## src/rtl/regfile_arbiter.sv

```systemverilog
// Round-robin req/gnt/done sequencer that shares one single-write-port 4x4 register file between clients A and B.
// Optional back-to-back lock mode (a_lock/b_lock ports) is enabled by defining RF_ARB_LOCK_EN.
module regfile_arbiter #(
    parameter int DW = 4,
    parameter int AW = 2
) (
    input  logic          clk,
    input  logic          clr,
    input  logic          a_req,
    input  logic          b_req,
    input  logic          a_we,
    input  logic          b_we,
    input  logic [AW-1:0] a_addr,
    input  logic [AW-1:0] b_addr,
    input  logic [DW-1:0] a_wdata,
    input  logic [DW-1:0] b_wdata,
`ifdef RF_ARB_LOCK_EN
    input  logic          a_lock,
    input  logic          b_lock,
`endif
    output logic          a_gnt,
    output logic          b_gnt,
    output logic          a_done,
    output logic          b_done,
    output logic [DW-1:0] a_rdata,
    output logic [DW-1:0] b_rdata,
    output logic          rf_write,
    output logic [AW-1:0] rf_wr_address,
    output logic [AW-1:0] rf_r_address,
    output logic [DW-1:0] rf_in,
    input  logic [DW-1:0] rf_out
);

    localparam logic [1:0] IDLE  = 2'd0;
    localparam logic [1:0] ISSUE = 2'd1;
    localparam logic [1:0] ACK   = 2'd2;

    localparam logic OWNER_A = 1'b0;
    localparam logic OWNER_B = 1'b1;

    logic [1:0]    state;
    logic          owner;
    logic          last_owner;
    logic          op_we;
    logic [AW-1:0] op_addr;

    logic          winner;
    logic          relock;
    logic          cap_sel;
    logic          capture;
    logic          cap_we;
    logic [AW-1:0] cap_addr;
    logic [DW-1:0] cap_wdata;

    // On a tie the requester that did not own the previous op wins.
    always_comb begin
        if (a_req && b_req) begin
            winner = ~last_owner;
        end else if (a_req) begin
            winner = OWNER_A;
        end else begin
            winner = OWNER_B;
        end
    end

`ifdef RF_ARB_LOCK_EN
    assign relock = (owner == OWNER_A) ? (a_lock && a_req) : (b_lock && b_req);
`else
    assign relock = 1'b0;
`endif

    // Operands come from the new winner in IDLE, or from the locked owner in ACK.
    assign cap_sel   = (state == IDLE) ? winner : owner;
    assign capture   = ((state == IDLE) && (a_req || b_req)) || ((state == ACK) && relock);
    assign cap_we    = (cap_sel == OWNER_A) ? a_we    : b_we;
    assign cap_addr  = (cap_sel == OWNER_A) ? a_addr  : b_addr;
    assign cap_wdata = (cap_sel == OWNER_A) ? a_wdata : b_wdata;

    always_ff @(posedge clk or posedge clr) begin
        if (clr) begin
            state         <= IDLE;
            owner         <= OWNER_A;
            last_owner    <= OWNER_B;
            op_we         <= 1'b0;
            op_addr       <= '0;
            rf_wr_address <= '0;
            rf_in         <= '0;
        end else begin
            case (state)
                IDLE:    if (a_req || b_req) state <= ISSUE;
                ISSUE:   state <= ACK;
                ACK:     state <= relock ? ISSUE : IDLE;
                default: state <= IDLE;
            endcase
            if (capture) begin
                owner      <= cap_sel;
                last_owner <= cap_sel;
                op_we      <= cap_we;
                op_addr    <= cap_addr;
                if (cap_we) begin
                    rf_wr_address <= cap_addr;
                    rf_in         <= cap_wdata;
                end
            end
        end
    end

    // Read data is sampled from the file at the end of ISSUE and held until that client's next read.
    always_ff @(posedge clk or posedge clr) begin
        if (clr) begin
            a_rdata <= '0;
            b_rdata <= '0;
        end else if ((state == ISSUE) && !op_we) begin
            if (owner == OWNER_A) begin
                a_rdata <= rf_out;
            end else begin
                b_rdata <= rf_out;
            end
        end
    end

    assign a_gnt        = ((state == ISSUE) || (state == ACK)) && (owner == OWNER_A);
    assign b_gnt        = ((state == ISSUE) || (state == ACK)) && (owner == OWNER_B);
    assign a_done       = (state == ACK) && (owner == OWNER_A);
    assign b_done       = (state == ACK) && (owner == OWNER_B);
    assign rf_write     = (state == ISSUE) && op_we;
    assign rf_r_address = op_addr;

endmodule

```

## config.mk

```make
export PLATFORM = sky130hd
export DESIGN_NAME = regfile_arbiter
export DESIGN_NICKNAME = d
export VERILOG_FILES = /design/src/rtl/regfile_arbiter.sv
export SDC_FILE = /design/constraint.sdc
export NUM_CORES = 1
export LEC_CHECK = 0
export BUFFER_PORTS_ARGS = -buffer_cell sky130_fd_sc_hd__clkbuf_2
export CAP_MARGIN = 20
export CORE_MARGIN = 5
export CORE_UTILIZATION = 39
export DETAILED_ROUTE_END_ITERATION = 16
export GPL_ROUTABILITY_DRIVEN = 0
export PLACE_DENSITY_LB_ADDON = 0.3
export SLEW_MARGIN = 0
export SYNTH_ARGS = -nofsm -noshare
export SYNTH_HDL_FRONTEND = slang
export SYNTH_SLANG_ARGS = --single-unit
```

## constraint.sdc

```tcl
create_clock -name clk -period 1.6 [get_ports clk]
set_input_delay 0.08 -clock clk [delete_from_list [all_inputs] [get_ports clk]]
set_output_delay 0.08 -clock clk [all_outputs]
set_load 0.02 [all_outputs]
```

**Yosys cells after proc, flatten, opt, wreduce, memory -nomap -nowiden**

Cells that the tools add are included.

- Word-level logic and storage cells: 37
- Output and inout bits: 21
- Input port bits: 22
- Flip-flop bits (word level): 21

- Bitwise gates (word level): 2
- Mux-type cells: 8
- Equality and inequality tests: 3
- Reductions and logical operators: 15

Operators with widths:

| cell | count |
|---|---|
| 1-bit logical AND | 8 |
| 2-bit AND reduction | 3 |
| 1-bit two-way mux | 4 |
| 2-bit two-way mux | 2 |
| 4-bit two-way mux | 1 |
| 2-bit one-hot mux with 2 select lines | 1 |
| 2-bit by 1-bit == test with 1-bit output, second input constant | 1 |
| 2-bit == test, second input constant | 1 |
| 2-bit logical NOT | 1 |
| 1-bit logical OR | 2 |
| 2-bit by 1-bit != test with 1-bit output, second input constant | 1 |
| 1-bit inverter | 2 |
| 1-bit logical NOT | 1 |

**Longest topological paths before layout**

Gate-level depths: netlist of the first run.

- Depth after elaboration: 5
- Mapped depth: 5
- Depth with buffers taken out: 5

**Least setup slack after synthesis of the first run**

Ideal clock, no wire load.

- Path type: register to register
- Start: register state[0]
- End: register rf_in[0]
- Setup time: 0.147 ns
- Setup slack: 0.042 ns
- Buffers on the path: 0
- Stages on the path, launching flop included: 6
- Clock period less this slack: 1.558 ns
- Required time: 1.453 ns
- Arrival time: 1.411 ns
- Cell sequence: dfrtp_1 inv_1 ha_1 nand2_2 nor3_2 a221oi_2

- Word-level cells in the longest chain between the ends: 4
- Elaborated cells between the ends (all ways): 6
- Classes of those cells: mux: 3; reduce/logical: 3

Ends and longest elaborated chain:

| what | line | text |
|---|---|---|
| start: declaration | 41 | `logic [1:0] state;` |
| start signal: assignment | 92 | `ACK: state <= relock ? ISSUE : IDLE;` |
| 2-bit logical NOT * | 73, 74 |  |
| 1-bit two-way mux | 73 | `assign cap_sel = (state == IDLE) ? winner : owner;` |
| 1-bit two-way mux | 75 | `assign cap_we = (cap_sel == OWNER_A) ? a_we : b_we;` |
| 2-bit AND reduction (no line) | -- |  |
| end signal: assignment | 102 | `rf_in <= cap_wdata;` |
| end: declaration | 30 | `output logic [DW-1:0] rf_in,` |

Mark *: on every way between the ends. The rest lies on a longest branch, timed or not.
A chain may end at the register's enable or synchronous reset.

**Worst setup path after layout of the first run**

- Start: register state[1]
- End: register rf_in[0]

Same word-level chain as after synthesis.

==> flow_metrics.py, run 1 <==
metrics = {
    "outcome": {
        "status": "complete, no violations",
    },
    "yosys": {
        "synthDistinctLibCells": 24,
        "synthCells": 97,
        "ys_seq_elements": 21,
        "syn-mean-instance-area_um2": 11.2,
        "syn_nets": 124,
        "ys_seq_area_share_pct": 48.4,
        "synthesis.area_um2": 1090,
        "ys_warn_count": 0,
    },
    "clocking": {
        "cts_root_buffer": "clkbuf_4",
        "cts.clk_slew.worst_paths_ns": 0.13,
        "cts_setup_buffers": 0,
        "clock_path_buffers": 2,
        "insertion_delay_ns": 0.30,
        "cts_max_level": 1,
        "clkSinkCount": 21,
        "tritoncts": "done",
        "numCtsBuffers": 3,
    },
    "timing": {
        "maxSlewHeadroom_pct": 71.8,
        "rsz0062_at_grt": "false",
        "tightestPinTransition_ns": 0.422,
        "skew_ns": 0.0149,
        "max_freq_ghz": 0.666,
        "hold_viol": 0,
        "finalSetupViolations": 0,
        "period_share_pct": 93.8,
        "hold_slack_ns": 0.00752,
        "post-route-min-period_ns": 1.50,
        "slew_viol_final": 0,
    },
    "detailed_routing": {
        "drtIter0Drc": 13,
        "ant_nets": 0,
        "firstDrtPassIters": 4,
        "via_count": 895,
        "vias_per_cell": 4.86,
        "drt_wl_total_mm": 2.44,
        "wl_per_cell_um": 13.3,
        "drc": 0,
    },
    "global_routing": {
        "antenna_found_initial": 0,
        "grt_max_degree": 14,
        "first_global_vias": 975,
        "grt_pass1_wl_mm": 4.40,
        "grt-ovfl-total": 0,
        "grtUsageTotal_pct": 13.5,
    },
    "floorplan": {
        "coreArea_um2": 2710,
        "num_rows": 19,
        "io_pins": 43,
        "die_h_um": 62.8,
        "dieArea_um2": 3940,
        "fp.dieW_um": 62.8,
        "start_util_pct": 40.1,
    },
    "layout": {
        "layout.nets": 181,
        "diodes": 0,
        "final_cell_area_um2": 1480,
        "seqCellArea_um2": 527,
        "layout_common_cells": "clkbuf_2 (42), dfrtp_1 (20), inv_1 (15)",
        "num-fill-cells": 264,
        "final_common_cell": "clkbuf_2",
        "multi_input_area_um2": 519,
        "layout-drive-gt1-share_pct": 51.0,
        "fin_cells": 184,
        "syn2layout_area_growth_pct": 36.2,
    },
    "place": {
        "portBuffers": 42,
        "place_area_um2": 1380,
        "hpwlAfterDp_mm": 2.01,
        "place_inst": 175,
    },
    "power_and_ir_drop": {
        "power_density_nw_per_um2": 1880,
        "peakVddDrop_v": 0.00132,
        "p_leak_nw": 0.751,
    },
    "setup_path": {
        "cp.arrival_ns": 1.73,
        "worstSetupStartpointType": "flop",
        "crit_required_ns": 1.82,
        "rrSetupSlack_ns": 0.1,
        "crit_fanout": 7,
        "cp-end-kind": "flop",
        "critPathKind": "flop to flop",
    },
    "min_path": {
        "hp-class": "input pin to flop",
    },
    "job": {
        "maxCapViolations": 0,
    },
}
[synth_stat cells]
cell type / n / area [um2]
dfrtp_1: 20 / 500
inv_1: 17 / 63.8
mux2_2: 10 / 113
a221oi_2: 6 / 90.1
nor3_1: 6 / 30.0
ha_1: 5 / 62.6
and2_1: 4 / 25.0
nand3_1: 4 / 20.0
o21ai_0: 4 / 20.0
a21oi_1: 2 / 10.0
a31oi_1: 2 / 12.5
nand2_1: 2 / 7.51
nor2_1: 2 / 7.51
nor2b_1: 2 / 12.5
nor3b_1: 2 / 15.0
and2_2: 1 / 7.51
and2b_1: 1 / 7.51
clkbuf_1: 1 / 3.75
dfstp_2: 1 / 26.3
nand2_2: 1 / 6.26
nand2b_1: 1 / 6.26
nor3_2: 1 / 10.0
o21a_1: 1 / 7.51
o32a_4: 1 / 22.5
[per-stage QoR]
stage	TNS, ns	worst slack [ns]	power [mW]	utilization (%)
after global placement	-0.300	-0.0513	2.42	50.8
after global routing	0	0.00860	3.00	54.7
after detailed placement	-0.769	-0.134	2.49	50.8
after CTS	0	0.0485	2.80	54.4
after floorplan	0	0.0421	1.96	-
final	0	0.0990	2.78	54.7
[power by group]
| part | leakage [nW] | internal (mW) | total, mW | switching (mW) |
|---|---|---|---|---|
| sequential | 0.240 | 0.804 | 0.975 | 0.171 |
| combinational | 0.493 | 0.688 | 1.55 | 0.866 |
| clock | 0.0177 | 0.0931 | 0.254 | 0.161 |
| total | 0.751 | 1.59 | 2.78 | 1.20 |
[registers in the layout (all words and copies together), names as in the netlist]
signal	cells
a_rdata	4
b_rdata	4
last_owner	1
op_we	1
owner	1
rf_in	4
rf_r_address	2
rf_wr_address	2
state	2
[worst max-delay path: stages, from the launching register on]
cell and delay (ns):
dfrtp_1 0.42, inv_2 0.11, ha_4 0.16, nand2_2 0.09
o32a_4 0.43, a221oi_2 0.23
[layer usage]
metal  vias up  share of wire [%]  GRT usage, %
li1        446                  -             -
met3         2                6.6          3.60
met4         0                1.2          3.98
met1       417                 44          16.4
met2        30                 48          23.2
met5         -                  0             0
[cell type report]
type                    count  area share, %
repair buffers             53           20.6
clock buffers               3           1.52
multi-input cells          58           35.1
inverters                  17           4.31
flip-flops and latches     21           35.6
clock inverters             1          0.338
well taps                  31           2.62
[logic make-up (layout without fill, tap and decap cells)]
family / Yosys count / after routing / share of synthesized area, %
AND/OR/NAND/NOR: 27 / 27 / 14.3
flip-flops: 21 / 21 / 48.4
buffers and inverters: 18 / 74 / 6.21
AO/OA/AOI/OAI: 16 / 16 / 15.0
multiplexers: 10 / 10 / 10.4
adder cells (fa/ha/maj): 5 / 5 / 5.75
[timing repair]
action,4_1_cts,5_1_grt
hold endpoints to repair,12,0
setup endpoints to repair,7,6
hold buffers,5,0
gates cloned,0,0
resized for setup,4,3
pin swaps,0,0
[worst paths after layout]
| check | start | endpoint | depth (start not counted) |
|---|---|---|---|
| hold reg to reg | a_rdata[0]$_DFFE_PP0P_ | a_rdata[0]$_DFFE_PP0P_ | 1 |
| setup reg to reg | state[1]$_DFFE_PP0P_ | rf_in[0]$_DFFE_PP0P_ | 5 |
| setup / recovery | state[1]$_DFFE_PP0P_ | rf_in[0]$_DFFE_PP0P_ | 5 |
| hold / removal | a_addr[1] | rf_wr_address[1]$_DFFE_PP0P_ | 3 |
| max in group asynchronous | clr | last_owner$_DFFE_PP1P_ | 4 |
| min in group asynchronous | clr | rf_in[2]$_DFFE_PP0P_ | 3 |
(Power assumes the default switching activity.)
==> run 2, diff against run 1 <==
Settings changed: CORE_ASPECT_RATIO set to 1.5, HOLD_SLACK_MARGIN set to 0.03, SLEW_MARGIN 0 to not set.
==> run 2 against run 1 <==
Worst setup slack worse by 0.030 ns. Via count down 0.11%. Register-to-register slack worse by 0.03 ns. Highest routed layer unchanged. Largest power group unchanged.
==> flow_metrics.py, run 2 (synthesis results as in run 1) <==
metrics = {
    "outcome": {
        "status": "complete, no violations",
    },
    "layout": {
        "layout.nets": 180,
        "layout_common_cells": "clkbuf_2 (42), dfrtp_1 (20), inv_1 (15)",
        "layout-drive-gt1-share_pct": 52.0,
        "diodes": 0,
        "syn2layout_area_growth_pct": 35.9,
        "fin_util_pct": 55.2,
        "top_regs": "a_rdata: 4 flops, b_rdata: 4 flops, rf_in: 4 flops",
        "final_cell_area_um2": 1480,
        "final_common_cell": "clkbuf_2",
    },
    "setup_path": {
        "worstSetupStartpointType": "flop",
        "crit_fanout": 7,
        "critPathKind": "flop to flop",
        "cp-end-kind": "flop",
        "crit_required_ns": 1.77,
        "cp.arrival_ns": 1.70,
    },
    "floorplan": {
        "start_util_pct": 40.6,
        "num_rows": 23,
        "coreArea_um2": 2680,
        "fp.dieW_um": 53.1,
        "die_h_um": 74.7,
        "dieArea_um2": 3970,
        "io_pins": 43,
    },
    "place": {
        "hpwlAfterDp_mm": 2.03,
        "portBuffers": 42,
        "place_area_um2": 1390,
    },
    "global_routing": {
        "grt-ovfl-total": 0,
        "grt_max_degree": 22,
        "first_global_vias": 929,
        "antenna_found_initial": 0,
        "grt_pass1_wl_mm": 4.27,
        "grtUsageTotal_pct": 14.9,
    },
    "detailed_routing": {
        "drt_wl_total_mm": 2.52,
        "via_count": 894,
        "drc": 0,
        "firstDrtPassIters": 4,
        "ant_nets": 0,
        "vias_per_cell": 4.73,
        "drtIter0Drc": 17,
        "wl_per_cell_um": 13.4,
    },
    "timing": {
        "tightestPinTransition_ns": 0.274,
        "skew_ns": 0.00337,
        "hold_viol": 0,
        "post-route-min-period_ns": 1.53,
        "finalSetupViolations": 0,
        "hold_slack_ns": 0.0346,
        "finalSetupTns_ns": 0,
        "maxSlewHeadroom_pct": 81.7,
        "max_freq_ghz": 0.653,
        "period_share_pct": 95.7,
        "slew_viol_final": 0,
    },
    "clocking": {
        "tritoncts": "done",
        "insertion_delay_ns": 0.26,
        "cts_root_buffer": "clkbuf_8",
        "numCtsBuffers": 3,
        "cts_max_level": 1,
        "clock_path_buffers": 2,
        "clkSinkCount": 21,
        "cts.clk_slew.worst_paths_ns": 0.07,
    },
    "min_path": {
        "hp-class": "input pin to flop",
    },
    "power_and_ir_drop": {
        "peakVddDrop_v": 0.00116,
        "p_leak_nw": 0.752,
        "power_density_nw_per_um2": 1920,
    },
    "job": {
        "maxCapViolations": 0,
    },
}
run 2: cell count changes in the layout (fill, tap and decap cells not counted), sizes merged:
cell / previous run / this run
buf: 6 / 8
clkbuf: 45 / 46
clkinv: 1 / 0
dlygate4sd3: 5 / 2
run 2: repair_timing:
item | in CTS | in global routing
hold buffers | 2 | 0
hold endpoints to repair | 21 | 0
gates resized for setup | 1 | 4
setup endpoints to repair | 5 | 12
setup buffers | 0 | 1
run 2: worst paths after layout:
kind / slack [ns] / to / startpoint / cells after the start
max in group asynchronous: 0.95 / last_owner$_DFFE_PP1P_ / clr / 4
min in group asynchronous: 0.38 / rf_in[1]$_DFFE_PP0P_ / clr / 4
setup / recovery: 0.07 / rf_wr_address[1]$_DFFE_PP0P_ / state[1]$_DFFE_PP0P_ / 5
setup reg to reg: 0.07 / rf_wr_address[1]$_DFFE_PP0P_ / state[1]$_DFFE_PP0P_ / 5
hold reg to reg: 0.51 / a_rdata[2]$_DFFE_PP0P_ / a_rdata[2]$_DFFE_PP0P_ / 1
hold / removal: 0.03 / rf_in[0]$_DFFE_PP0P_ / a_wdata[0] / 3
run 2: layout make-up:
cell class	count	area, um2
fill	255	1200
timing repair buffer	52	290
sequential	21	527
tap	37	46.3
inverter	17	63.8
clock buffer	4	45.0
multi-input combinational	58	505
run 2: power breakdown:
part | total, mW | internal (mW) | switching [mW] | leakage (nW)
Combinational | 1.52 | 0.677 | 0.845 | 0.489
Clock | 0.347 | 0.178 | 0.169 | 0.0228
Sequential | 0.974 | 0.806 | 0.167 | 0.240
run 2: critical path, cell delays in order, from the launching register on:
cell,delay (ns)
dfrtp_1,0.41
inv_2,0.10
ha_2,0.22
nand2_2,0.06
o32a_4,0.41
a221oi_2,0.23
run 2: metrics by stage:
| stage | power, mW | cells | setup WS, ns |
|---|---|---|---|
| 2_1_floorplan | 1.96 | 97 | 0.0421 |
| 3_3_place_gp | 2.43 | 182 | 0.0983 |
| 3_5_place_dp | 2.49 | 182 | -0.00635 |
| 4_1_cts | 2.85 | 188 | 0.0124 |
| 5_1_grt | 3.07 | 189 | -0.0112 |
| 6_report | 2.84 | 189 | 0.0689 |
run 2: per-layer routing:
metal,vias to the layer above,part of all wire [%],GRT usage (%)
met2,28,55,27.5
met5,-,0,0
met3,4,5.5,2.77
met1,422,37,15.5
li1,440,-,-
met4,0,2.1,7.67
==> run 3, diff against run 2 <==
Settings changed: ABC_AREA set to 1, CORE_MARGIN 5 to not set.
==> run 3 against run 2 <==
Combinational power increased by 16%. Critical path depth increased by 5. Cell count increased by 16%. Clock-buffer cell count decreased by 1. Register-to-register slack improved by 0.04 ns. Non-clock buffer count decreased by 4. Sequential power decreased by 2.8%. Worst setup slack improved by 0.039 ns. Clock power decreased by 4%. Largest power group unchanged. First-iteration DRC count decreased by 29%. Core utilization decreased by 0.49 points. Synthesized cell count increased by 36%.
==> flow_metrics.py, run 3 <==
metrics = {
    "timing": {
        "slew_viol_final": 0,
        "skew_ns": 0.00384,
        "hold_viol": 0,
        "maxSlewHeadroom_pct": 81.5,
        "period_share_pct": 93.3,
        "hold_slack_ns": 0.0891,
        "post-route-min-period_ns": 1.49,
        "finalSetupViolations": 0,
        "tightestPinTransition_ns": 0.277,
        "max_freq_ghz": 0.670,
    },
    "detailed_routing": {
        "wl_per_cell_um": 10.3,
        "firstDrtPassIters": 4,
        "vias_per_cell": 4.58,
        "via_count": 1007,
        "drtIter0Drc": 12,
        "drc": 0,
        "drt_wl_total_mm": 2.27,
        "ant_nets": 0,
    },
    "setup_path": {
        "crit_required_ns": 1.75,
        "worstPathCellList": "inv_1 > ha_2 > nand2_1 > clkinv_1 > nand2_4 > buf_12 > nand3_1 > nand2_1 > nand3_1 > nand2_1",
        "cp-end-kind": "flop",
        "worstSetupStartpointType": "flop",
        "crit_slowest_cell": "dfrtp_1",
        "cp.arrival_ns": 1.64,
        "critPathLaunch": "state[0]$_DFFE_PP0P_",
        "crit_path_max_incr_delay_ns": 0.40,
        "crit_fanout": 6,
        "crit_path_frequent_cell": "nand2_1",
        "critPathKind": "flop to flop",
        "r2r_start": "state[0]$_DFFE_PP0P_",
    },
    "layout": {
        "top_regs": "a_rdata: 4 flops, b_rdata: 4 flops, rf_in: 4 flops",
        "final_common_cell": "clkbuf_2",
        "layout-drive-gt1-share_pct": 36.1,
        "layout.nets": 211,
        "final_cell_area_um2": 1480,
        "fin_util_pct": 54.7,
        "layout_common_cells": "clkbuf_2 (42), nand2_1 (40), dfrtp_1 (20)",
        "syn2layout_area_growth_pct": 31.9,
        "diodes": 0,
        "num-fill-cells": 279,
    },
    "yosys": {
        "syn_nets": 159,
        "syn-mean-instance-area_um2": 8.50,
        "synthDistinctLibCells": 18,
        "synth_commonest_cells": "nand2_1 (40), dfrtp_1 (20), inv_1 (18), nand3_1 (15), o21ai_0 (13)",
        "ys_warn_count": 0,
        "async_reset_ff_share_pct": 100,
        "ys_seq_area_share_pct": 46.9,
        "synthCells": 132,
        "synthTopCellsByArea": "dfrtp_1 (45%), nand2_1 (13%), nand3_1 (6.7%)",
        "ys_seq_elements": 21,
        "synth_top_area_share_pct": 44.6,
        "ys.flop_type": "dfrtp_1",
        "synth_edf_count": 0,
        "synth_most_common_cell": "nand2_1",
        "yosys.area.top_type": "dfrtp_1",
        "synthesis.area_um2": 1120,
    },
    "job": {
        "maxCapViolations": 0,
    },
    "floorplan": {
        "fp.dieW_um": 45.8,
        "start_util_pct": 41.5,
        "io_pins": 43,
        "dieArea_um2": 3100,
        "num_rows": 23,
        "die_h_um": 67.7,
        "coreArea_um2": 2710,
    },
    "place": {
        "portBuffers": 42,
        "hpwlAfterDp_mm": 1.90,
        "place_area_um2": 1390,
    },
    "clocking": {
        "cts.clk_slew.worst_paths_ns": 0.07,
        "cts_root_buffer": "clkbuf_8",
        "tritoncts": "done",
        "clock_path_buffers": 2,
        "insertion_delay_ns": 0.25,
        "numCtsBuffers": 3,
        "clkSinkCount": 21,
        "cts_max_level": 1,
    },
    "global_routing": {
        "grt-ovfl-total": 0,
        "first_global_vias": 950,
        "grtUsageTotal_pct": 16.9,
        "grt_pass1_wl_mm": 3.82,
        "grt_max_degree": 22,
        "antenna_found_initial": 0,
    },
    "min_path": {
        "hp-start": "rf_out[0]",
        "hp-class": "input pin to flop",
    },
    "power_and_ir_drop": {
        "power_density_nw_per_um2": 2050,
        "p_leak_nw": 0.858,
        "peakVddDrop_v": 0.000896,
    },
    "outcome": {
        "status": "complete, no violations",
    },
}
## run 3: critical path: cells and delay by family (launching register included)
kind	cells	cell delay [ns]
fa+ha+maj	1	0.22
simple gates	6	0.43
buf+inv	3	0.34
flops	1	0.40
## run 3: timing repair
item / in CTS / in global routing
hold buffers: 1 / 0
buffers inserted: 0 / 2
endpoints found under the setup margin: 0 / 7
gates resized for setup: 0 / 2
endpoints found under the hold margin: 20 / 0
## run 3: power by group
group | total (mW) | internal (mW) | switching, mW
Clock | 0.333 | 0.173 | 0.160
Sequential | 0.947 | 0.796 | 0.151
Combinational | 1.76 | 0.630 | 1.13
## run 3: cell families after synthesis
| kind of cell | after synthesis | synth area share [%] |
|---|---|---|
| compound gates | 16 | 8.36 |
| simple gates | 68 | 31.4 |
| flops | 21 | 46.9 |
| buf+inv | 22 | 7.69 |
| fa+ha+maj | 5 | 5.57 |
## run 3: path summary, 6_finish.rpt
path / to / slack, ns / cells past startpoint
min in group asynchronous: rf_in[1]$_DFFE_PP0P_ / 0.37 / 4
min reg2reg: rf_in[0]$_DFFE_PP0P_ / 0.48 / 2
min: a_rdata[0]$_DFFE_PP0P_ / 0.09 / 3
max reg2reg: rf_wr_address[1]$_DFFE_PP0P_ / 0.11 / 10
max in group asynchronous: last_owner$_DFFE_PP1P_ / 0.96 / 4
max: rf_wr_address[1]$_DFFE_PP0P_ / 0.11 / 10
## run 3: cell type report
class	count	area [um2]	share of cell area, %
clock buffer	3	41.3	2.79
clock inverter	1	5.00	0.338
inverter	21	78.8	5.33
multi-input combinational	89	512	34.6
sequential	21	527	35.6
tap	37	46.3	3.13
timing repair buffer	48	270	18.3
## run 3: metal layers
| layer | share of wire (%) | GRT usage, % |
|---|---|---|
| met1 | 43 | 19.4 |
| met2 | 51 | 30.4 |
| met3 | 4.7 | 1.60 |
| met4 | 1.8 | 7.72 |
| met5 | 0 | 0 |
## run 3: per-stage QoR
step	power, mW	setup TNS, ns	setup WS (ns)	cells
floorplan	2.18	0	0.213	132
global placement	2.62	0	0.127	213
detailed placement	2.67	0	0.0826	213
CTS	3.01	0	0.0671	218
global route	3.34	-0.0426	-0.0142	220
finish	3.04	0	0.107	220
